**src/rtl/edge_detector.sv**
```systemverilog
// Frame-based 3x3 Sobel edge detector: loads one raster-order frame, computes
// zero-padded |Gx|+|Gy| saturated to 8 bits, then streams the result frame out.
module edge_detector #(
   parameter int unsigned KX_SIZE    = 3,
   parameter int unsigned KY_SIZE    = 3,
   parameter int unsigned IMG_X_SIZE = 3,
   parameter int unsigned IMG_Y_SIZE = 3
) (
   input  logic       clk_i,
   input  logic       rst_i,
   input  logic [7:0] GrayImage_i,
   input  logic       start_i,
   output logic       dataAvailable_o,
   output logic       valid_o,
   output logic [7:0] ProcessedImagePixel_o
);

   localparam int unsigned N  = IMG_X_SIZE * IMG_Y_SIZE;
   localparam int unsigned CW = $clog2(N + 1);
   localparam int unsigned AW = (N > 1) ? $clog2(N) : 1;
   localparam int unsigned XW = (IMG_X_SIZE > 1) ? $clog2(IMG_X_SIZE) : 1;
   localparam int unsigned YW = (IMG_Y_SIZE > 1) ? $clog2(IMG_Y_SIZE) : 1;
   localparam int unsigned GW = 12;
   localparam int          KXH = int'(KX_SIZE / 2);
   localparam int          KYH = int'(KY_SIZE / 2);

   localparam logic [2:0] S_IDLE    = 3'd0;
   localparam logic [2:0] S_ARMED   = 3'd1;
   localparam logic [2:0] S_LOAD    = 3'd2;
   localparam logic [2:0] S_COMPUTE = 3'd3;
   localparam logic [2:0] S_READY   = 3'd4;
   localparam logic [2:0] S_OUTPUT  = 3'd5;

   logic [2:0]    state, state_nx;
   logic [CW-1:0] cnt, cnt_nx;
   logic [XW-1:0] col, col_nx;
   logic [YW-1:0] row, row_nx;
   logic          last;

   logic [7:0] in_buf  [N];
   logic [7:0] out_buf [N];

   logic [7:0]          nb [KY_SIZE][KX_SIZE];
   logic signed [GW-1:0] sp [3][3];
   logic signed [GW-1:0] gx, gy, ax, ay;
   logic [GW-1:0]        mag;
   logic [7:0]           mag_sat;

   assign last = (cnt == CW'(N - 1));

   // State register
   always_ff @(posedge clk_i) begin
      if (rst_i) state <= S_IDLE;
      else       state <= state_nx;
   end

   // Next-state and counter sequencing
   always_comb begin
      state_nx = state;
      cnt_nx   = cnt;
      row_nx   = row;
      col_nx   = col;
      case (state)
         S_IDLE:  if (start_i) state_nx = S_ARMED;
         S_ARMED: begin
            if (!start_i) begin
               state_nx = S_LOAD;
               cnt_nx   = '0;
            end
         end
         S_LOAD: begin
            if (last) begin
               state_nx = S_COMPUTE;
               cnt_nx   = '0;
               row_nx   = '0;
               col_nx   = '0;
            end else begin
               cnt_nx = cnt + CW'(1);
            end
         end
         S_COMPUTE: begin
            if (last) begin
               state_nx = S_READY;
               cnt_nx   = '0;
               row_nx   = '0;
               col_nx   = '0;
            end else begin
               cnt_nx = cnt + CW'(1);
               if (col == XW'(IMG_X_SIZE - 1)) begin
                  col_nx = '0;
                  row_nx = row + YW'(1);
               end else begin
                  col_nx = col + XW'(1);
               end
            end
         end
         S_READY: begin
            state_nx = S_OUTPUT;
            cnt_nx   = '0;
         end
         S_OUTPUT: begin
            if (last) begin
               state_nx = S_IDLE;
               cnt_nx   = '0;
            end else begin
               cnt_nx = cnt + CW'(1);
            end
         end
         default: state_nx = S_IDLE;
      endcase
   end

   // Neighbourhood fetch; out-of-image taps read as zero
   always_comb begin
      for (int i = 0; i < int'(KY_SIZE); i++) begin
         for (int j = 0; j < int'(KX_SIZE); j++) begin
            nb[i][j] = 8'd0;
            if ((int'(row) + i - KYH >= 0) && (int'(row) + i - KYH < int'(IMG_Y_SIZE)) &&
                (int'(col) + j - KXH >= 0) && (int'(col) + j - KXH < int'(IMG_X_SIZE)))
               nb[i][j] = in_buf[AW'((int'(row) + i - KYH) * int'(IMG_X_SIZE) +
                                     int'(col) + j - KXH)];
         end
      end
   end

   // Sobel magnitude with saturation
   always_comb begin
      for (int i = 0; i < 3; i++)
         for (int j = 0; j < 3; j++)
            sp[i][j] = $signed(GW'(nb[i][j]));
      gx = (sp[0][2] + (sp[1][2] <<< 1) + sp[2][2]) - (sp[0][0] + (sp[1][0] <<< 1) + sp[2][0]);
      gy = (sp[2][0] + (sp[2][1] <<< 1) + sp[2][2]) - (sp[0][0] + (sp[0][1] <<< 1) + sp[0][2]);
      ax = gx[GW-1] ? -gx : gx;
      ay = gy[GW-1] ? -gy : gy;
      mag     = $unsigned(ax) + $unsigned(ay);
      mag_sat = (mag > GW'(255)) ? 8'hFF : mag[7:0];
   end

   // Frame buffers; contents are don't-care after reset
   always_ff @(posedge clk_i) begin
      if (state == S_LOAD)    in_buf[AW'(cnt)]  <= GrayImage_i;
      if (state == S_COMPUTE) out_buf[AW'(cnt)] <= mag_sat;
   end

   // Counters and registered outputs, aligned with the next state
   always_ff @(posedge clk_i) begin
      if (rst_i) begin
         cnt                   <= '0;
         row                   <= '0;
         col                   <= '0;
         dataAvailable_o       <= 1'b0;
         valid_o               <= 1'b0;
         ProcessedImagePixel_o <= 8'd0;
      end else begin
         cnt                   <= cnt_nx;
         row                   <= row_nx;
         col                   <= col_nx;
         dataAvailable_o       <= (state_nx == S_READY) || (state_nx == S_OUTPUT);
         valid_o               <= (state_nx == S_OUTPUT);
         ProcessedImagePixel_o <= (state_nx == S_OUTPUT) ? out_buf[AW'(cnt_nx)] : 8'd0;
      end
   end

endmodule

```
**config.mk**
```make
export PLATFORM = sky130hd
export DESIGN_NAME = edge_detector
export DESIGN_NICKNAME = d
export VERILOG_FILES = /design/src/rtl/edge_detector.sv
export SDC_FILE = /design/constraint.sdc
export NUM_CORES = 1
export LEC_CHECK = 0
export CORE_ASPECT_RATIO = 0.6
export CORE_MARGIN = 2
export CORE_UTILIZATION = 60
export DETAILED_ROUTE_END_ITERATION = 8
export PLACE_DENSITY = 0.77
export SYNTH_ARGS = -nofsm -noshare
export SYNTH_HDL_FRONTEND = slang
export SYNTH_SLANG_ARGS = --single-unit
```
**constraint.sdc**
```tcl
create_clock -name clk_i -period 13.25 [get_ports clk_i]
set_clock_uncertainty 0.1 [all_clocks]
set_input_delay 2.65 -clock clk_i [delete_from_list [all_inputs] [get_ports clk_i]]
set_output_delay 2.65 -clock clk_i [all_outputs]
set_load 0.02 [all_outputs]
```
# Word-level counts from Yosys, hierarchy flattened
# Memories as Yosys holds them, arrays and structs flattened. A register that Yosys moved wholly into a read port is not among the register bits.
# Cells that the tools add are included.
# W data, S select, Z words.
totals:
  rom_bits: 0
  mem_count: 2
  output_inout_bits: 10
  word_cells: 135
  input_bits: 11
  ramBits: 144
  latchBits: 0
  register_bits: 13
op_classes:
  n_shift: 0
  muxes: 31
  add_sub_neg: 42
  n_mul: 3
  n_div: 0
  eq_ne: 11
  order_cmp: 13
  bitwise: 1
  n_reduce_logical: 26
memory_table:
  columns: ["name", "words", "word_bits", "read_ports", "rd_clocked_by_memory_dff", "wr", "line", "text"]
  rows:
  - ["in_buf", 9, 8, 8, 0, 1, "40", "logic [7:0] in_buf [N];"]
  - ["out_buf", 9, 8, 1, 1, 1, "41", "logic [7:0] out_buf [N];"]
op_table:
  columns: ["cell", "count"]
  rows:
  - ["$mux W8", 9]
  - ["$add A10 B8 Y11", 4]
  - ["$add A8 B9 Y10", 4]
  - ["$sub A4 B2 Y4 const B", 8]
  - ["$mux W12", 2]
  - ["$neg A12 Y12", 2]
  - ["$sub A11 B11 Y12", 2]
  - ["$logic_and A1 B1 Y1", 19]
  - ["$pmux W3 S6", 1]
  - ["$ge A4 B1 Y1 const B", 4]
  - ["$lt A4 B3 Y1 const B", 4]
  - ["$sub A3 B1 Y4 const B", 4]
  - ["$mux W3", 5]
  - ["$add A12 B12 Y12", 1]
  - ["$add A4 B3 Y4", 3]
  - ["$add A4 B3 Y4 const B", 3]
  - ["$eq A3 B3 Y1 const B", 4]
  - ["$gt A12 B8 Y1 const B", 1]
  - ["$pmux W4 S3", 1]
  - ["$mux W2", 5]
  - ["$add A4 B2 Y4 const B", 2]
  - ["$mul A4 B3 Y4 const B", 2]
  - ["$mux W4", 2]
  - ["$pmux W2 S2", 2]
  - ["23 further kinds", 33]

# Longest topological paths before layout
# An unclocked memory read counts as a cell.
depth:
  depth_word: 16
  mapped_depth: 33
  ltp_nobuf: 33

# Worst setup path before layout
# OpenSTA, ideal clock, no wires.
synth_path:
  path_type: "register to register"
  start: "register row[0]"
  end: "memory out_buf[0][7], data pin"
  slack_ns: 3.762
  setup_ns: 0.335
  path_buffers: 0
  arrival_ns: 9.053
  path_stages_with_launch: 32
  path_cell_list: "dfxtp_1 inv_1 ha_1 xnor2_1 inv_1 ha_1 ha_1 inv_1 ha_1 xor2_1 mux4_1 nand2_1 o21ai_0 nor3_1 fa_1 inv_1 fa_1 fa_1 fa_1 a21oi_1 o21ai_0 a2111o_1 a31o_2 a21oi_1 xor2_1 ha_1 a22o_1 or4_1 a211o_1 o221ai_1 mux2i_1 o211ai_1"
synth_between:
  elab_chain_len: 16
synth_lines:
  columns: ["element", "line", "text"]
  rows:
  - ["start: declaration", "37", "logic [YW-1:0] row, row_nx;"]
  - ["start signal: assignment", "156", "row <= row_nx;"]
  - ["$add A2 B1 Y3 or $add A2 B2 Y3 (tied branches)", "118, 120", null]
  - ["$sub A3 B1 Y4", "118, 120", null]
  - ["$mul A4 B3 Y4", "120", "nb[i][j] = in_buf[AW'((int'(row) + i - KYH) * int'(IMG_X_SIZE) +"]
  - ["$add A4 B3 Y4", "120", null]
  - ["$add A4 B3 Y4 or $add A4 B2 Y4 (tied branches)", "121", "int'(col) + j - KXH)];"]
  - ["$sub A4 B2 Y4", "121", null]
  - ["$mem_v2 Z9 W8", null, null]
  - ["$mux W8", "118", "if ((int'(row) + i - KYH >= 0) && (int'(row) + i - KYH < int'(IMG_Y_SIZE)) &&"]
  - ["$add A8 B9 Y10, on equally long branches", "131, 132", null]
  - ["$add A10 B8 Y11, on equally long branches", "131, 132", null]
  - ["$sub A11 B11 Y12, on equally long branches", "131, 132", null]
  - ["$neg A12 Y12, on equally long branches", "133, 134", null]
  - ["$mux W12, on equally long branches", "133, 134", null]
  - ["$add A12 B12 Y12 (*)", "135", "mag = $unsigned(ax) + $unsigned(ay);"]
  - ["$gt A12 B8 Y1", "136", "mag_sat = (mag > GW'(255)) ? 8'hFF : mag[7:0];"]
  - ["$mux W8 (*)", "136", null]
  - ["named net mag_sat[7]", "47", "logic [7:0] mag_sat;"]
  - ["end: declaration", "41", null]
# The timed path passes the listed nets; every way through them passes the cells marked *.

# Worst setup path in the final report
layout_path:
  start: "register row[0]"
  end: "memory out_buf[4][7], data pin"
# Same word-level chain as after synthesis.

==> out/qor.txt <==
Clock transition at path regs - 0.08 ns
Synth top area share - 0.336
Area grow syn2layout - 8.12%
Port Buffers - 20
DR vias/cell - 6.82
Ys flop type - edfxtp_1
CTS tree - yes
Min-delay worst type - reg -> reg
Worst slew margin - 0.178
Avg Synthesized Cell Area - 12.5 sq um
Worst-Skew Late Latency - 0.44 ns
R2R depth - 28
Initial Util - 0.611
Final min period - 11.49 ns
Top Metal Used - met4
Setup bufs post-CTS - 0
Peak per-stage delay on the critical path - 0.98 ns
Die span in y - 117 um
N_diodes - 0
Synthesis warning total - 0
Post-Route M1 WL - 14900 um
Hold-fix buffers, CTS - 0
Io pins - 21
FF+latch count, synth - 165
WL final - 33200 um
Unique masters post-synth - 77
Synth top cells by count - 144 x edfxtp_1, 76 x nor2_1, 75 x inv_1
Grt total ovfl - 0
Worst Hold Depth - 2
Seq/Total Area, Yosys - 0.369
GP Congestion - 1.00
Vias in the first global route - 8813
WS Path Type - reg -> reg
Clock Sinks - 165
Worst path buffer plus inverter count - 4
Final number of max-transition violations - 0
FILL cells - 1532
Worst endpoint required time - 13.19 ns
Worst r2r src - row[0]$_SDFFE_PP0P_
RSZ-0062 raised after global routing - no
Leakage - 5.58 nW
CP dominant cell by count - ha_1
Design Power - 0.00225 W
H-tree depth - 4
Drt first pass iters - 6
Drt drc - 0
Worst VDD drop - 0.159 mV
HP Start - out_buf[8][1]$_DFFE_PP_
Met3 WL - 4600 um
CP arrival - 11.43 ns
Fin nets - 1173
First-pass GRT wire length - 51500 um
Routed met2 length - 13200 um
Layout cells sized above 1 - 0.112
Die width - 193 um
Post-CTS sizing - 0
Total Die Area - 22600 sq um
Post-synth EDFFs - 144
Setup-failing EPs final - 0
Remaining antenna violation count - 0
Hold worst-path end - ProcessedImagePixel_o[1]$_SDFF_PP0_
Post-synthesis cell count - 1026
Most frequent cell after synthesis - edfxtp_1
Core area - 21000 sq um
Synth area leader - edfxtp_1
Wire length per cell - 25.0 um
CTS buffer count - 17
Top post-synthesis cells by area - edfxtp_1 34%, fa_1 10%, mux4_1 7.8%
Asr flop ratio synth - 0
Largest net degree at the start of global routing - 53
Antenna violations before repair - 0
Worst-path fanout max - 12
# rows - 41
Slew @ Worst Pin - 1.20 ns
CP Launch Type - flop
CTS Root Cell - clkbuf_16
Final count of hold timing violations - 0
Max Cap Violations - 0
CTS max path bufs - 2
Setup TNS - 0 ns
Worst setup EP type - flop
Post-Syn Nets - 1164
Hpwl dp - 25300 um
Cell area power density - 162 nW/um^2
Reg2Reg Capture Point - out_buf[4][7]$_DFFE_PP_
Tcrit/Tclk final - 0.867
Vias - 9052
Status - complete, no violations
Gr usage total - 0.311
Top delay family on crit path - adder cells
F_max - 87.0 MHz
Initial DRC count - 1166
Final core utilization - 0.661
Synthesized area - 12900 sq um
Reg-to-reg slack, setup - 1.76 ns
Slowest cell on the critical path - fa_1
-- state kept, by name, summed over array words and instances (netlist names) --
register,count
dataAvailable_o,1
row,2
ProcessedImagePixel_o,8
in_buf,72
state,3
cnt,4
valid_o,1
col,2
out_buf,72
-- worst register-to-register path: cells and delay by family, from the launching register on --
family | cells | cell delay (ns)
adder cells (fa/ha/maj) | 9 | 4.06
AO/OA/AOI/OAI | 7 | 3.38
AND/OR/NAND/NOR | 4 | 0.92
multiplexers | 1 | 0.81
XOR/XNOR | 3 | 0.81
buffers and inverters | 4 | 0.60
flip-flops | 1 | 0.44
-- how the worst max path moves through the flow --
stage	startpoint	endpoint	cells past startpoint
4_1_cts	row[0]$_SDFFE_PP0P_	out_buf[4][7]$_DFFE_PP_	26
6_report	row[0]$_SDFFE_PP0P_	out_buf[4][7]$_DFFE_PP_	28
2_1_floorplan	row[0]$_SDFFE_PP0P_	out_buf[0][7]$_DFFE_PP_	31
5_1_grt	row[0]$_SDFFE_PP0P_	out_buf[1][2]$_DFFE_PP_	28
3_5_place_dp	row[0]$_SDFFE_PP0P_	out_buf[1][7]$_DFFE_PP_	26
3_3_place_gp	row[0]$_SDFFE_PP0P_	out_buf[0][7]$_DFFE_PP_	31
-- area by class of cell --
class	count	area, sq um	share of cell area
well taps	279	349	0.0251
flip-flops and latches	165	4740	0.341
inverters	77	289	0.0208
multi-input cells	734	7580	0.545
clock inverters	14	155	0.0112
repair buffers	40	350	0.0252
clock buffers	18	429	0.0309
-- report_power, final --
part	total (W)	switching (W)	internal [W]
Sequential	0.000694	0.00000355	0.000691
Clock	0.000503	0.000235	0.000268
Combinational	0.00106	0.000679	0.000378
Total	0.00225	0.000918	0.00134
-- cells in the final DEF, fill, tap and decap left out, types with 7 or more instances in the layout --
cell type,count
inv_1,75
mux4_1,38
edfxtp_1,144
mux2i_1,67
o21ai_0,20
o211ai_1,28
dfxtp_1,21
a21o_1,8
nand2_1,68
buf_4,20
xor2_1,17
and2_1,16
clkbuf_16,17
nor2_1,76
a211oi_1,29
nand2b_1,9
nand3_1,14
ha_1,60
xnor2_1,28
a21oi_1,28
clkdlybuf4s50_1,20
nor3_1,16
fa_1,66
and3_1,7
a32oi_1,8
mux4_2,42
-- through the flow --
stage / worst slack [ns] / cell area (sq um) / hold slack [ns] / cells
after floorplan: 3.76 / 12900 / 0.352 / 1026
after global placement: 2.49 / 13300 / 0.368 / 1295
after detailed placement: 2.03 / 13300 / 0.366 / 1295
after CTS: 1.98 / 13900 / 0.405 / 1327
after global routing: 1.10 / 13900 / 0.423 / 1327
final: 1.76 / 13900 / 0.413 / 1327
-- routing by layer --
layer  track usage  vias up
li1              -     3943
met1         0.495     4471
met2         0.412      582
met3         0.104       56
met4        0.0653        0
met5             0        -
-- cell families after synthesis --
logic type | count (synthesis) | synth area share
and+or+nand+nor | 244 | 0.0900
AOI/OAI and AO/OA | 167 | 0.0969
DFF | 165 | 0.369
muxes | 149 | 0.206
buffers and inverters | 127 | 0.0425
adders and majority gates | 127 | 0.162
xor gates and xnor gates | 47 | 0.0332
Note: power is estimated with default switching activity, not from simulation.
